==> config.mk <==
export PLATFORM = sky130hd
export DESIGN_NAME = vga_scanout_flat
export DESIGN_NICKNAME = d
export VERILOG_FILES = /design/src/rtl/vga_pkg.sv /design/src/rtl/vga_scanout_if.sv /design/src/rtl/vga_timing.sv /design/src/rtl/vga_scanout.sv /design/src/flat_wrapper.sv
export SDC_FILE = /design/constraint.sdc
export NUM_CORES = 1
export LEC_CHECK = 0
export BUFFER_PORTS_ARGS = -buffer_cell sky130_fd_sc_hd__buf_2
export CAP_MARGIN = 30
export CELL_PAD_IN_SITES_DETAIL_PLACEMENT = 1
export CELL_PAD_IN_SITES_GLOBAL_PLACEMENT = 2
export CORE_UTILIZATION = 35
export DETAILED_ROUTE_END_ITERATION = 12
export PLACE_DENSITY_LB_ADDON = 0.1
export SYNTH_ARGS = -nofsm -noshare
export SYNTH_HDL_FRONTEND = slang
export SYNTH_SLANG_ARGS = --single-unit
==> constraint.sdc <==
create_clock -name clk -period 4 [get_ports clk]
set_input_delay 0.6 -clock clk [delete_from_list [all_inputs] [get_ports clk]]
set_output_delay 0.6 -clock clk [all_outputs]
set_load 0.01 [all_outputs]
==> src/rtl/vga_pkg.sv <==
// rtl/vga_pkg.sv - VGA 640x480@60 timing constants, stage records and grey lookup (VGA_TEST_PATTERN_EN adds bar fields)
package vga_pkg;

  localparam logic [9:0] H_ACTIVE     = 10'd640;
  localparam logic [9:0] H_FP         = 10'd16;
  localparam logic [9:0] H_SYNC       = 10'd96;
  localparam logic [9:0] H_BP         = 10'd48;
  localparam logic [9:0] H_TOTAL      = H_ACTIVE + H_FP + H_SYNC + H_BP;
  localparam logic [9:0] H_SYNC_START = H_ACTIVE + H_FP;
  localparam logic [9:0] H_SYNC_END   = H_SYNC_START + H_SYNC - 10'd1;

  localparam logic [9:0] V_ACTIVE     = 10'd480;
  localparam logic [9:0] V_FP         = 10'd10;
  localparam logic [9:0] V_SYNC       = 10'd2;
  localparam logic [9:0] V_BP         = 10'd33;
  localparam logic [9:0] V_TOTAL      = V_ACTIVE + V_FP + V_SYNC + V_BP;
  localparam logic [9:0] V_SYNC_START = V_ACTIVE + V_FP;
  localparam logic [9:0] V_SYNC_END   = V_SYNC_START + V_SYNC - 10'd1;

  localparam int FB_WIDTH      = 160;
  localparam int FB_HEIGHT     = 120;
  localparam int BYTES_PER_ROW = 40;
  localparam int BPP           = 2;

  localparam logic [12:0] BASE_ADDR = 13'd0;

  // Raw timing as seen by the scanout pipeline; syncs are active low
  typedef struct packed {
    logic [6:0] row;
    logic [5:0] col;
    logic [1:0] sub;
`ifdef VGA_TEST_PATTERN_EN
    logic [1:0] bar;
`endif
    logic       active;
    logic       hsync;
    logic       vsync;
    logic       vblank;
  } timing_t;

  typedef struct packed {
    logic [1:0] sub;
`ifdef VGA_TEST_PATTERN_EN
    logic [1:0] bar;
`endif
    logic       active;
    logic       hsync;
    logic       vsync;
    logic       vblank;
  } stage_t;

  // 00/01/10/11 -> 0x0/0x5/0xA/0xF
  function automatic logic [3:0] grey(input logic [1:0] pix);
    return {pix, pix};
  endfunction

endpackage

==> src/rtl/vga_scanout_if.sv <==
// rtl/vga_scanout_if.sv - VRAM display read port and DAC pins (VGA_TEST_PATTERN_EN adds testPattern)
interface vga_scanout_if;
  logic [12:0] displayAddr;
  logic [7:0]  displayRdData;
  logic        hsync;
  logic        vsync;
  logic        vblank;
  logic [3:0]  red;
  logic [3:0]  green;
  logic [3:0]  blue;
`ifdef VGA_TEST_PATTERN_EN
  logic        testPattern;
`endif

  modport master (
`ifdef VGA_TEST_PATTERN_EN
    input  testPattern,
`endif
    input  displayRdData,
    output displayAddr, hsync, vsync, vblank, red, green, blue
  );

  modport slave (
`ifdef VGA_TEST_PATTERN_EN
    output testPattern,
`endif
    output displayRdData,
    input  displayAddr, hsync, vsync, vblank, red, green, blue
  );
endinterface

==> src/rtl/vga_timing.sv <==
// rtl/vga_timing.sv - 800x525 raster counters with raw syncs, active flag and framebuffer coordinates
module vga_timing
  import vga_pkg::*;
(
  input  logic    clk,
  input  logic    reset,
  output timing_t t
);

  logic [9:0] h;
  logic [9:0] v;

  always_ff @(posedge clk or posedge reset) begin
    if (reset) begin
      h <= 10'd0;
      v <= 10'd0;
    end else if (h == H_TOTAL - 10'd1) begin
      h <= 10'd0;
      v <= (v == V_TOTAL - 10'd1) ? 10'd0 : v + 10'd1;
    end else begin
      h <= h + 10'd1;
    end
  end

  // Each logical pixel covers a 4x4 block, so the low two bits of both counters are dropped
  always_comb begin
    t        = '0;
    t.row    = v[8:2];
    t.col    = h[9:4];
    t.sub    = h[3:2];
`ifdef VGA_TEST_PATTERN_EN
    t.bar    = h[7:6];
`endif
    t.active = (h < H_ACTIVE) && (v < V_ACTIVE);
    t.hsync  = !((h >= H_SYNC_START) && (h <= H_SYNC_END));
    t.vsync  = !((v >= V_SYNC_START) && (v <= V_SYNC_END));
    t.vblank = (v >= V_ACTIVE);
  end

endmodule

==> src/rtl/vga_scanout.sv <==
// rtl/vga_scanout.sv - VGA scanout: address, delay and unpack pipeline (VGA_TEST_PATTERN_EN selects bar pattern)
module vga_scanout
  import vga_pkg::*;
(
  input  logic          clk,
  input  logic          reset,
  vga_scanout_if.master bus
);

  timing_t     t;
  logic [12:0] row_off;
  logic [12:0] addr_next;
  logic [12:0] addr_q;
  stage_t      s1;
  stage_t      s2;
  logic [1:0]  pix;
  logic [3:0]  colour;
  logic [3:0]  colour_q;
  logic        hsync_q;
  logic        vsync_q;
  logic        vblank_q;

  vga_timing u_timing (
    .clk   (clk),
    .reset (reset),
    .t     (t)
  );

  // row*40 as row*32 + row*8; peaks at 4799 so 13 bits never overflow
  always_comb begin
    row_off   = ({6'd0, t.row} << 5) + ({6'd0, t.row} << 3);
    addr_next = t.active ? (BASE_ADDR + row_off + {7'd0, t.col}) : 13'd0;
  end

  always_comb begin
    case (s2.sub)
      2'd0:    pix = bus.displayRdData[7:6];
      2'd1:    pix = bus.displayRdData[5:4];
      2'd2:    pix = bus.displayRdData[3:2];
      default: pix = bus.displayRdData[1:0];
    endcase
`ifdef VGA_TEST_PATTERN_EN
    if (bus.testPattern) pix = s2.bar;
`endif
    colour = s2.active ? grey(pix) : 4'h0;
  end

  // The VRAM read register sits between S1 and S3, so only the side-band fields travel through s2
  always_ff @(posedge clk or posedge reset) begin
    if (reset) begin
      addr_q    <= 13'd0;
      s1        <= '0;
      s1.hsync  <= 1'b1;
      s1.vsync  <= 1'b1;
      s2        <= '0;
      s2.hsync  <= 1'b1;
      s2.vsync  <= 1'b1;
      colour_q  <= 4'h0;
      hsync_q   <= 1'b1;
      vsync_q   <= 1'b1;
      vblank_q  <= 1'b0;
    end else begin
      addr_q    <= addr_next;
      s1.sub    <= t.sub;
`ifdef VGA_TEST_PATTERN_EN
      s1.bar    <= t.bar;
`endif
      s1.active <= t.active;
      s1.hsync  <= t.hsync;
      s1.vsync  <= t.vsync;
      s1.vblank <= t.vblank;
      s2        <= s1;
      colour_q  <= colour;
      hsync_q   <= s2.hsync;
      vsync_q   <= s2.vsync;
      vblank_q  <= s2.vblank;
    end
  end

  assign bus.displayAddr = addr_q;
  assign bus.hsync       = hsync_q;
  assign bus.vsync       = vsync_q;
  assign bus.vblank      = vblank_q;
  assign bus.red         = colour_q;
  assign bus.green       = colour_q;
  assign bus.blue        = colour_q;

endmodule

==> src/flat_wrapper.sv <==
// flat-port wrapper written by rule: the top's interface ports become plain ports
module vga_scanout_flat import vga_pkg::*;
  (clk, reset, bus_displayRdData, bus_displayAddr, bus_hsync, bus_vsync, bus_vblank, bus_red, bus_green, bus_blue);
  vga_scanout_if bus_i ();
  input  logic clk;
  input  logic reset;
  input wire logic [$bits(bus_i.displayRdData)-1:0] bus_displayRdData;
  output wire logic [$bits(bus_i.displayAddr)-1:0] bus_displayAddr;
  output wire logic [$bits(bus_i.hsync)-1:0] bus_hsync;
  output wire logic [$bits(bus_i.vsync)-1:0] bus_vsync;
  output wire logic [$bits(bus_i.vblank)-1:0] bus_vblank;
  output wire logic [$bits(bus_i.red)-1:0] bus_red;
  output wire logic [$bits(bus_i.green)-1:0] bus_green;
  output wire logic [$bits(bus_i.blue)-1:0] bus_blue;
  assign bus_i.displayRdData = bus_displayRdData;
  assign bus_displayAddr = bus_i.displayAddr;
  assign bus_hsync = bus_i.hsync;
  assign bus_vsync = bus_i.vsync;
  assign bus_vblank = bus_i.vblank;
  assign bus_red = bus_i.red;
  assign bus_green = bus_i.green;
  assign bus_blue = bus_i.blue;
  vga_scanout u_core (.clk(clk), .reset(reset), .bus(bus_i));
endmodule
==> qor.txt, run 1 <==
Status: finished, violations left
Failing checks: design-rule violations
CTS root buffer: clkbuf_8
Final slew viol count: 0
Worst path required time: 4180 ps
P per Cell Area: 328 mW/mm2
Setup crit end kind: register
Sequential fraction of the synthesis area: 52.3%
Die extent in x: 85.0 um
CTS Buf Count: 5
Area leader, netlist: dfrtp_1
EDFF count, synth: 0
Post-route clock skew: 13.4 ps
FP Rows: 29
Core area: 0.00649 mm2
Mean Syn Cell Area: 11.2 um2
Kind of critical path: reg -> reg
GRT met3 Usage: 3.60%
Detailed Routing Iterations Pass 1: 11
Post-CTS setup buffer count: 0
Syn Nets: 246
R2r startpoint: u_core.u_timing.v[2]$_DFFE_PP0N_
Final wirelength: 4.55 mm
Routed via count: 1,580
H-Tree Depth: 2
Fill count: 739
Crit Path Max Fanout: 6
HPWL after DPL: 3.44 mm
Worst R2R End: u_core.bus.displayAddr[11]$_DFF_PP0_
DR WL/cell: 14.0 um
Port bufs: 37
Final nets: 278
Post-DRT Antenna Nets: 0
Post-detailed-route DRC marker count: 5
Number of placed cells counting well taps: 318
RePlAce Congestion: 0.795
Yosys cell types: 34
Synth top area share: 45.7%
Cell leakage power: 1.37 nW
FF+latch count, synth: 50
Unrepaired setup endpoints after global routing: no
Count leader, synth: dfrtp_1
Post-Layout Cell Count: 326
Max-Cap Viols: 0
Worst Tran Pin Value: 600 ps
Clk buf depth: 2
Final setup fails: 0
Clk sinks: 50
Cell area after synthesis: 0.00241 mm2
Share of cells above drive strength 1: 23.7%
Setup TNS: 0 ps
Final hold viol count: 0
Worst vdd ir: 0.214 mV
Dominant cells by area after synthesis: dfrtp_1 46%, ha_1 9.4%, dfstp_2 6.5%, xnor2_1 4.4%, buf_4 3.1%
Total power: 0.900 mW
Startpoint class of the critical path: register
Clk_lat worst skew: 310 ps
R2r worst-path depth: 9
Die Y: 85.0 um
Antenna Cells: 0
CTS tree: yes
Fin util: 42.2%
Period Utilization, post-route: 64.3%
Crit path DAT: 2750 ps
Top post-synthesis cells by count: 44 x dfrtp_1, 18 x ha_1, 18 x inv_1, 18 x nor2_1, 12 x xnor2_1
Starting density of the core: 37.1%
Slew headroom: 59.6%
IO Pins: 38
Hold crit path type: in -> async
Maximum number of pins on one net before global-route repair: 41
Top_reg_cell synth: dfrtp_1
Asr flop ratio synth: 100%
Vias in the first global route: 1,622
Most used routing layer: met2
Gr ovfl total: 0
Post-CTS sizing: 0
First-iteration detailed-routing DRC count: 55
M2 GR Usage: 22.6%
Minimum clock period: 2570 ps
Layout Area Growth over Synthesis: 13.9%
Yosys Warn Count: 0
Post-synthesis cell count: 216
Via density: 4.85
CTS hold repair buffers: 0
Worst-path clk slew: 90 ps
GRT Total Usage: 13.6%
R2R Setup Slk: 1430 ps
First-pass GRT wire length: 7.69 mm
Die area: 0.00722 mm2
Initial antenna violation count: 0
F_max: 389 MHz
Met1 Use GR: 17.5%
==> per-stage QoR <==
stage	worst slack, ps	hold WS (ps)	cell area (um2)
detailed placement	1430	338	2630
CTS	1400	213	2740
finish	1430	215	2740
global route	1190	214	2740
floorplan	1680	331	2410
global placement	1500	332	2610
==> sequential cells by signal, indices dropped and copies added, names as in the netlist <==
signal and flops:
u_core.s1 6, u_core.bus.hsync 1, u_core.bus.displayAddr 13, u_core.u_timing.h 10, u_core.bus.blue 2, u_core.bus.vblank 1, u_core.bus.vsync 1, u_core.u_timing.v 10
u_core.s2 6
==> power breakdown <==
| group | switching, mW | internal, mW | total, mW | leakage (nW) |
|---|---|---|---|---|
| registers | 0.00109 | 0.506 | 0.507 | 0.629 |
| logic | 0.0165 | 0.0113 | 0.0277 | 0.683 |
| clock network | 0.175 | 0.190 | 0.365 | 0.0587 |
| total | 0.193 | 0.707 | 0.900 | 1.37 |
==> logic make-up after synthesis <==
logic type / after synthesis / synth area share, %
adder cells (fa/ha/maj): 20 / 11.0
AND/OR/NAND/NOR: 73 / 16.4
flip-flops: 50 / 52.3
buffers and inverters: 32 / 6.60
XOR/XNOR: 17 / 6.18
AO/OA/AOI/OAI: 21 / 5.30
multiplexers: 3 / 2.29
==> how the worst max path moves through the flow <==
stage	startpoint	end	slack (ps)	cells after the start
after CTS	u_core.u_timing.v[2]$_DFFE_PP0N_	u_core.bus.displayAddr[11]$_DFF_PP0_	1400	9
after detailed placement	u_core.u_timing.v[2]$_DFFE_PP0N_	u_core.bus.displayAddr[11]$_DFF_PP0_	1430	9
final	u_core.u_timing.v[2]$_DFFE_PP0N_	u_core.bus.displayAddr[11]$_DFF_PP0_	1430	9
after floorplan	u_core.u_timing.v[2]$_DFFE_PP0N_	u_core.bus.displayAddr[11]$_DFF_PP0_	1680	9
after global routing	u_core.u_timing.v[2]$_DFFE_PP0N_	u_core.bus.displayAddr[9]$_DFF_PP0_	1190	9
after global placement	u_core.u_timing.v[2]$_DFFE_PP0N_	u_core.bus.displayAddr[11]$_DFF_PP0_	1500	9
==> metal layers <==
layer  vias to the layer above  routed length [um]
met5                         -                   0
met3                         5                 190
li1                        778                   -
met4                         0                  53
met2                        32                2060
met1                       765                2240
==> final cells by class <==
type / instances / area [um2] / share of cell area, %
Timing Repair Buffer: 39 / 213 / 7.76
Tap cell: 77 / 96.3 / 3.51
Sequential cell: 50 / 1260 / 45.9
Inverter: 18 / 67.6 / 2.46
Clock inverter: 3 / 47.5 / 1.73
Clock buffer: 5 / 68.8 / 2.51
Multi-Input combinational cell: 134 / 991 / 36.1
==> layout by cell type, fill, tap and decap left out, types with 6 or more instances in the layout <==
cell	Yosys	routed
ha_1	18	18
nor2_1	18	18
nor3_1	9	9
inv_1	18	17
dfrtp_1	44	44
nand3_1	11	11
dfstp_2	6	6
and2_1	8	8
o21ai_0	9	9
buf_2	1	37
nand2_1	7	7
xnor2_1	12	12
==> worst max-delay path: stages, from the launching register on <==
cell and delay (ps):
dfrtp_1 450, inv_1 130, fa_1 570, inv_1 50
ha_1 300, a211oi_1 360, nor3_1 100, a211oi_1 270
xnor2_1 150, nor2_1 50
(Power assumes the default switching activity.)
==> run 2: changes to the inputs <==
==> constraint.sdc (replaced) <==
create_clock -name clk -period 2.6 [get_ports clk]
set_input_delay 0.39 -clock clk [delete_from_list [all_inputs] [get_ports clk]]
set_output_delay 0.39 -clock clk [all_outputs]
set_load 0.01 [all_outputs]
==> run 2 against run 1 <==
Net effect: the flow still finishes with violations (design-rule violations); cell area grew 1.0%; wire length down 1.5%; register-to-register slack worse by 1200 ps; critical path type unchanged.
==> qor.txt, run 2 (synthesized netlist as in run 1, its figures left out) <==
CP peak stage delay: 460 ps
CTS tree: yes
Kind of critical path: reg -> reg
Unrepaired setup endpoints after global routing: no
Gate power share: 2.9%
Fin util: 42.7%
RePlAce Congestion: 0.783
H-Tree Depth: 2
Crit path DAT: 2650 ps
Worst vdd ir: 0.209 mV
Final hold viol count: 0
Final wirelength: 4.48 mm
Hold crit path type: in -> async
Clock share of power: 41.7%
Final setup fails: 0
Post-detailed-route DRC marker count: 7
Worst R2R End: u_core.bus.displayAddr[12]$_DFF_PP0_
Crit path launch: u_core.u_timing.v[4]$_DFFE_PP0N_
Startpoint class of the critical path: register
Final Instance Area: 0.00277 mm2
Met1 Use GR: 19.2%
IO Pins: 38
Largest register FFs: 13
Gr ovfl total: 0
CTS Buf Count: 5
Die Y: 85.0 um
Worst path required time: 2840 ps
M2 GR Usage: 20.6%
Crit path depth: 8
Vias in the first global route: 1,552
R2R Setup Slk: 190 ps
Top delay family on crit path: adder cells
FP Rows: 29
Post-DRT Antenna Nets: 0
R2r startpoint: u_core.u_timing.v[4]$_DFFE_PP0N_
Final slew viol count: 0
Most common cell after layout, fill and taps aside: dfrtp_1
Clk sinks: 50
Slowest-stage cell, CP: fa_1
Share of cells above drive strength 1: 25.7%
Setup TNS: 0 ps
P per Cell Area: 509 mW/mm2
Clk_lat worst skew: 310 ps
Crit path cell chain: inv_2, fa_1, fa_1, nor2b_1, o21ai_0, and2_1, o21ai_0, and3_1
Reg power frac: 55.4%
Worst-path clk slew: 100 ps
Post-route clock skew: 12.3 ps
Initial antenna violation count: 0
Cell-internal power: 1.11 mW
Switching Fraction: 21.1%
Net Sw Power: 0.297 mW
CTS root buffer: clkbuf_8
GRT Total Usage: 13.6%
First-iteration detailed-routing DRC count: 58
Max-Cap Viols: 0
Port bufs: 37
Worst Path Buf+Inv: 1
Worst setup path end: u_core.bus.displayAddr[12]$_DFF_PP0_
Worst Tran Pin Value: 627 ps
Die area: 0.00722 mm2
Die extent in x: 85.0 um
F_max: 415 MHz
GRT met3 Usage: 2.43%
Most used routing layer: met2
Slew headroom: 57.8%
Layout Area Growth over Synthesis: 15.0%
Detailed Routing Iterations Pass 1: 8
Status: finished, violations left
DR WL/cell: 13.6 um
Commonest cells after routing, fill and taps aside: 44 x dfrtp_1, 37 x buf_2, 18 x nor2_1, 18 x ha_1, 16 x inv_1
Via density: 4.84
Minimum clock period: 2410 ps
Period Utilization, post-route: 92.7%
DP Area: 0.00264 mm2
Failing checks: design-rule violations
Starting density of the core: 37.1%
Core area: 0.00649 mm2
Routed via count: 1,597
First-pass GRT wire length: 7.63 mm
Crit Path Max Fanout: 5
Final nets: 282
R2r worst-path depth: 8
Setup crit end kind: register
Clk buf depth: 2
Antenna Cells: 0
Cell leakage power: 1.39 nW
HPWL after DPL: 3.46 mm
Maximum number of pins on one net before global-route repair: 23
run 2: cell types whose count changed in the layout (fill, tap and decap cells not counted), sizes merged:
cell	delta
clkinv	-1
buf	+4
clkbuf	+1
run 2: per-stage QoR:
stage	power, mW	cells	setup slack, ps	hold slack, ps
floorplan	0.827	216	279	331
global placement	0.839	321	137	331
detailed placement	0.839	321	105	337
CTS	1.43	329	75.6	82.3
global route	1.46	330	19.3	107
finish	1.41	330	191	72.8
run 2: per-layer routing:
layer | share of wire [%] | vias to the layer above | wire, um
met4 | 0.76 | 0 | 34
met1 | 50 | 776 | 2240
met2 | 45 | 34 | 2020
met3 | 4.1 | 4 | 184
li1 | - | 783 | -
met5 | 0 | - | 0
run 2: power by group through the flow:
stage,logic [mW],registers [mW],clock network [mW]
final,0.0411,0.781,0.587
after global routing,0.0469,0.781,0.631
after CTS,0.0432,0.781,0.606
after detailed placement,0.0431,0.796,0
after global placement,0.0428,0.796,0
after floorplan,0.0305,0.797,0
run 2: final cells by class:
type	count	area (um2)
repair buffers	43	230
clock buffers	6	82.6
clock inverters	2	38.8
inverters	18	67.6
fillers	725	3720
flip-flops and latches	50	1260
well taps	77	96.3
multi-input cells	134	996
run 2: timing repair:
item,in CTS,in global routing
resized for setup,0,2
setup buffers,0,1
hold endpoints to repair,0,0
endpoints found under the setup margin,0,3
hold buffers,0,0
run 2: worst min-delay path by stage:
stage	slack, ps	start	to	depth (start not counted)
2_1_floorplan	330	u_core.s2[0]$_DFF_PP0_	u_core.bus.vblank$_DFF_PP0_	0
5_1_grt	110	reset	u_core.u_timing.h[5]$_DFF_PP0_	2
4_1_cts	80	reset	u_core.u_timing.h[5]$_DFF_PP0_	2
3_3_place_gp	330	u_core.s1[0]$_DFF_PP0_	u_core.s2[0]$_DFF_PP0_	0
6_report	70	reset	u_core.u_timing.h[4]$_DFF_PP0_	2
3_5_place_dp	340	u_core.s1[4]$_DFF_PP0_	u_core.s2[4]$_DFF_PP0_	0
==> run 3: changes to the inputs <==
--- a/config.mk
+++ b/config.mk
@@ -9,6 +9,7 @@
 export CAP_MARGIN = 30
 export CELL_PAD_IN_SITES_DETAIL_PLACEMENT = 1
 export CELL_PAD_IN_SITES_GLOBAL_PLACEMENT = 2
+export CORE_ASPECT_RATIO = 1.5
 export CORE_UTILIZATION = 35
 export DETAILED_ROUTE_END_ITERATION = 12
 export PLACE_DENSITY_LB_ADDON = 0.1
==> run 3 against run 2 <==
Net effect: the flow now finishes without violations; cell area decreased by 0.90%; combinational power hardly changed; worst setup slack better by 57 ps; sequential power about the same; maximum frequency rose by 2.4%; via count is 2.6% lower; non-clock buffer count unchanged; critical endpoint unchanged.
==> qor.txt, run 3 (synthesized netlist as in run 1, its figures left out) <==
Layout Area Growth over Synthesis: 14.0%
FP Rows: 36
IO Pins: 38
Antenna Cells: 0
Total power: 1.31 mW
Final wirelength: 4.53 mm
Startpoint class of the critical path: register
Cell leakage power: 1.38 nW
Kind of critical path: reg -> reg
H-Tree Depth: 2
Most common cell after layout, fill and taps aside: dfrtp_1
HPWL after DPL: 3.54 mm
Share of cells above drive strength 1: 25.3%
F_max: 425 MHz
Minimum clock period: 2350 ps
Period Utilization, post-route: 90.5%
CTS root buffer: clkbuf_8
Port bufs: 37
Die extent in x: 69.7 um
DP Worst Slack: 184 ps
RePlAce Congestion: 0.724
Status: finished clean
Initial antenna violation count: 0
Worst-path clk slew: 100 ps
Clk sinks: 50
Final hold viol count: 0
GRT Total Usage: 13.5%
Crit Path Max Fanout: 7
Unrepaired setup endpoints after global routing: no
First-iteration detailed-routing DRC count: 39
Worst Tran Pin Value: 541 ps
Starting density of the core: 36.6%
Clk buf depth: 2
Final slew viol count: 0
Commonest cells after routing, fill and taps aside: 44 x dfrtp_1, 37 x buf_2, 18 x nor2_1, 18 x ha_1, 17 x inv_1
Max-Cap Viols: 0
Post-route clock skew: 9.69 ps
Crit path DAT: 2600 ps
Core area: 0.00658 mm2
Hold slack: 59.1 ps
Worst path required time: 2850 ps
P per Cell Area: 478 mW/mm2
Total area of sequential cells: 0.00126 mm2
Setup TNS: 0 ps
Final setup fails: 0
CTS Buf Count: 5
Largest register FFs: 13
Routed via count: 1,556
CTS tree: yes
Via density: 4.73
Slew headroom: 63.6%
DR WL/cell: 13.8 um
Worst vdd ir: 0.224 mV
Fill count: 761
Final nets: 282
Gr ovfl total: 0
CTS hold repair buffers: 0
Vias in the first global route: 1,645
Worst Slack Setup Final: 248 ps
Maximum number of pins on one net before global-route repair: 22
Die area: 0.00722 mm2
First-pass GRT wire length: 7.85 mm
Hold crit path type: in -> async
Die Y: 104 um
Area of the multi-input gates: 996 um2
Clk_lat worst skew: 310 ps
Post-detailed-route DRC marker count: 0
Post-DRT Antenna Nets: 0
Detailed Routing Iterations Pass 1: 4
Setup crit end kind: register
-- run 3: final cells by class --
cell class	instances	area share (%)
timing repair buffer	43	8.39
clock inverter	3	1.05
inverter	18	2.46
sequential	50	45.9
multi-input combinational	134	36.3
clock buffer	5	2.51
tap	76	3.46
-- run 3: what timing repair did --
action                                  4_1_cts  5_1_grt
endpoints found under the setup margin        0        2
buffers inserted                              0        0
resized for setup                             0        1
-- run 3: metal layers --
metal	vias up	share of wire, %	global-route usage (%)
met3	5	2.8	2.53
li1	786	-	-
met1	739	44	16.0
met4	0	1.4	4.29
met2	26	52	24.1
met5	-	0	0
-- run 3: per-stage QoR --
stage / cells / instance area (um2) / utilization [%]
floorplan: 216 / 2410 / -
CTS: 329 / 2740 / 41.7
finish: 329 / 2750 / 41.7
global route: 329 / 2750 / 41.7
detailed placement: 321 / 2640 / 40.2
global placement: 321 / 2640 / 40.2
-- run 3: path summary, 6_finish.rpt --
check | start | to | slack (ps) | cells past startpoint
max in group asynchronous | reset | u_core.s1[2]$_DFF_PP1_ | 1910 | 3
min in group clk | u_core.s1[3]$_DFF_PP0_ | u_core.s2[3]$_DFF_PP0_ | 360 | 0
worst max-delay path | u_core.u_timing.v[3]$_DFFE_PP0N_ | u_core.bus.displayAddr[12]$_DFF_PP0_ | 250 | 9
worst max register to register | u_core.u_timing.v[3]$_DFFE_PP0N_ | u_core.bus.displayAddr[12]$_DFF_PP0_ | 250 | 9
worst min-delay path | reset | u_core.s2[0]$_DFF_PP0_ | 60 | 2
worst min register to register | u_core.s1[3]$_DFF_PP0_ | u_core.s2[3]$_DFF_PP0_ | 360 | 0
-- run 3: report_power, final --
part           leakage (nW)  switching (mW)  total, mW  internal [mW]
Sequential            0.629         0.00167      0.781          0.779
Clock                0.0506           0.288      0.490          0.202
Combinational         0.699          0.0250     0.0413         0.0162
-- run 3: worst max-delay path, stage by stage, from the launching register on --
cell and delay [ps]:
dfrtp_1 500, ha_1 330, ha_1 220, inv_1 70
fa_1 380, nor2b_1 160, o21ai_0 120, and2_1 200
o21ai_0 140, and3_1 160
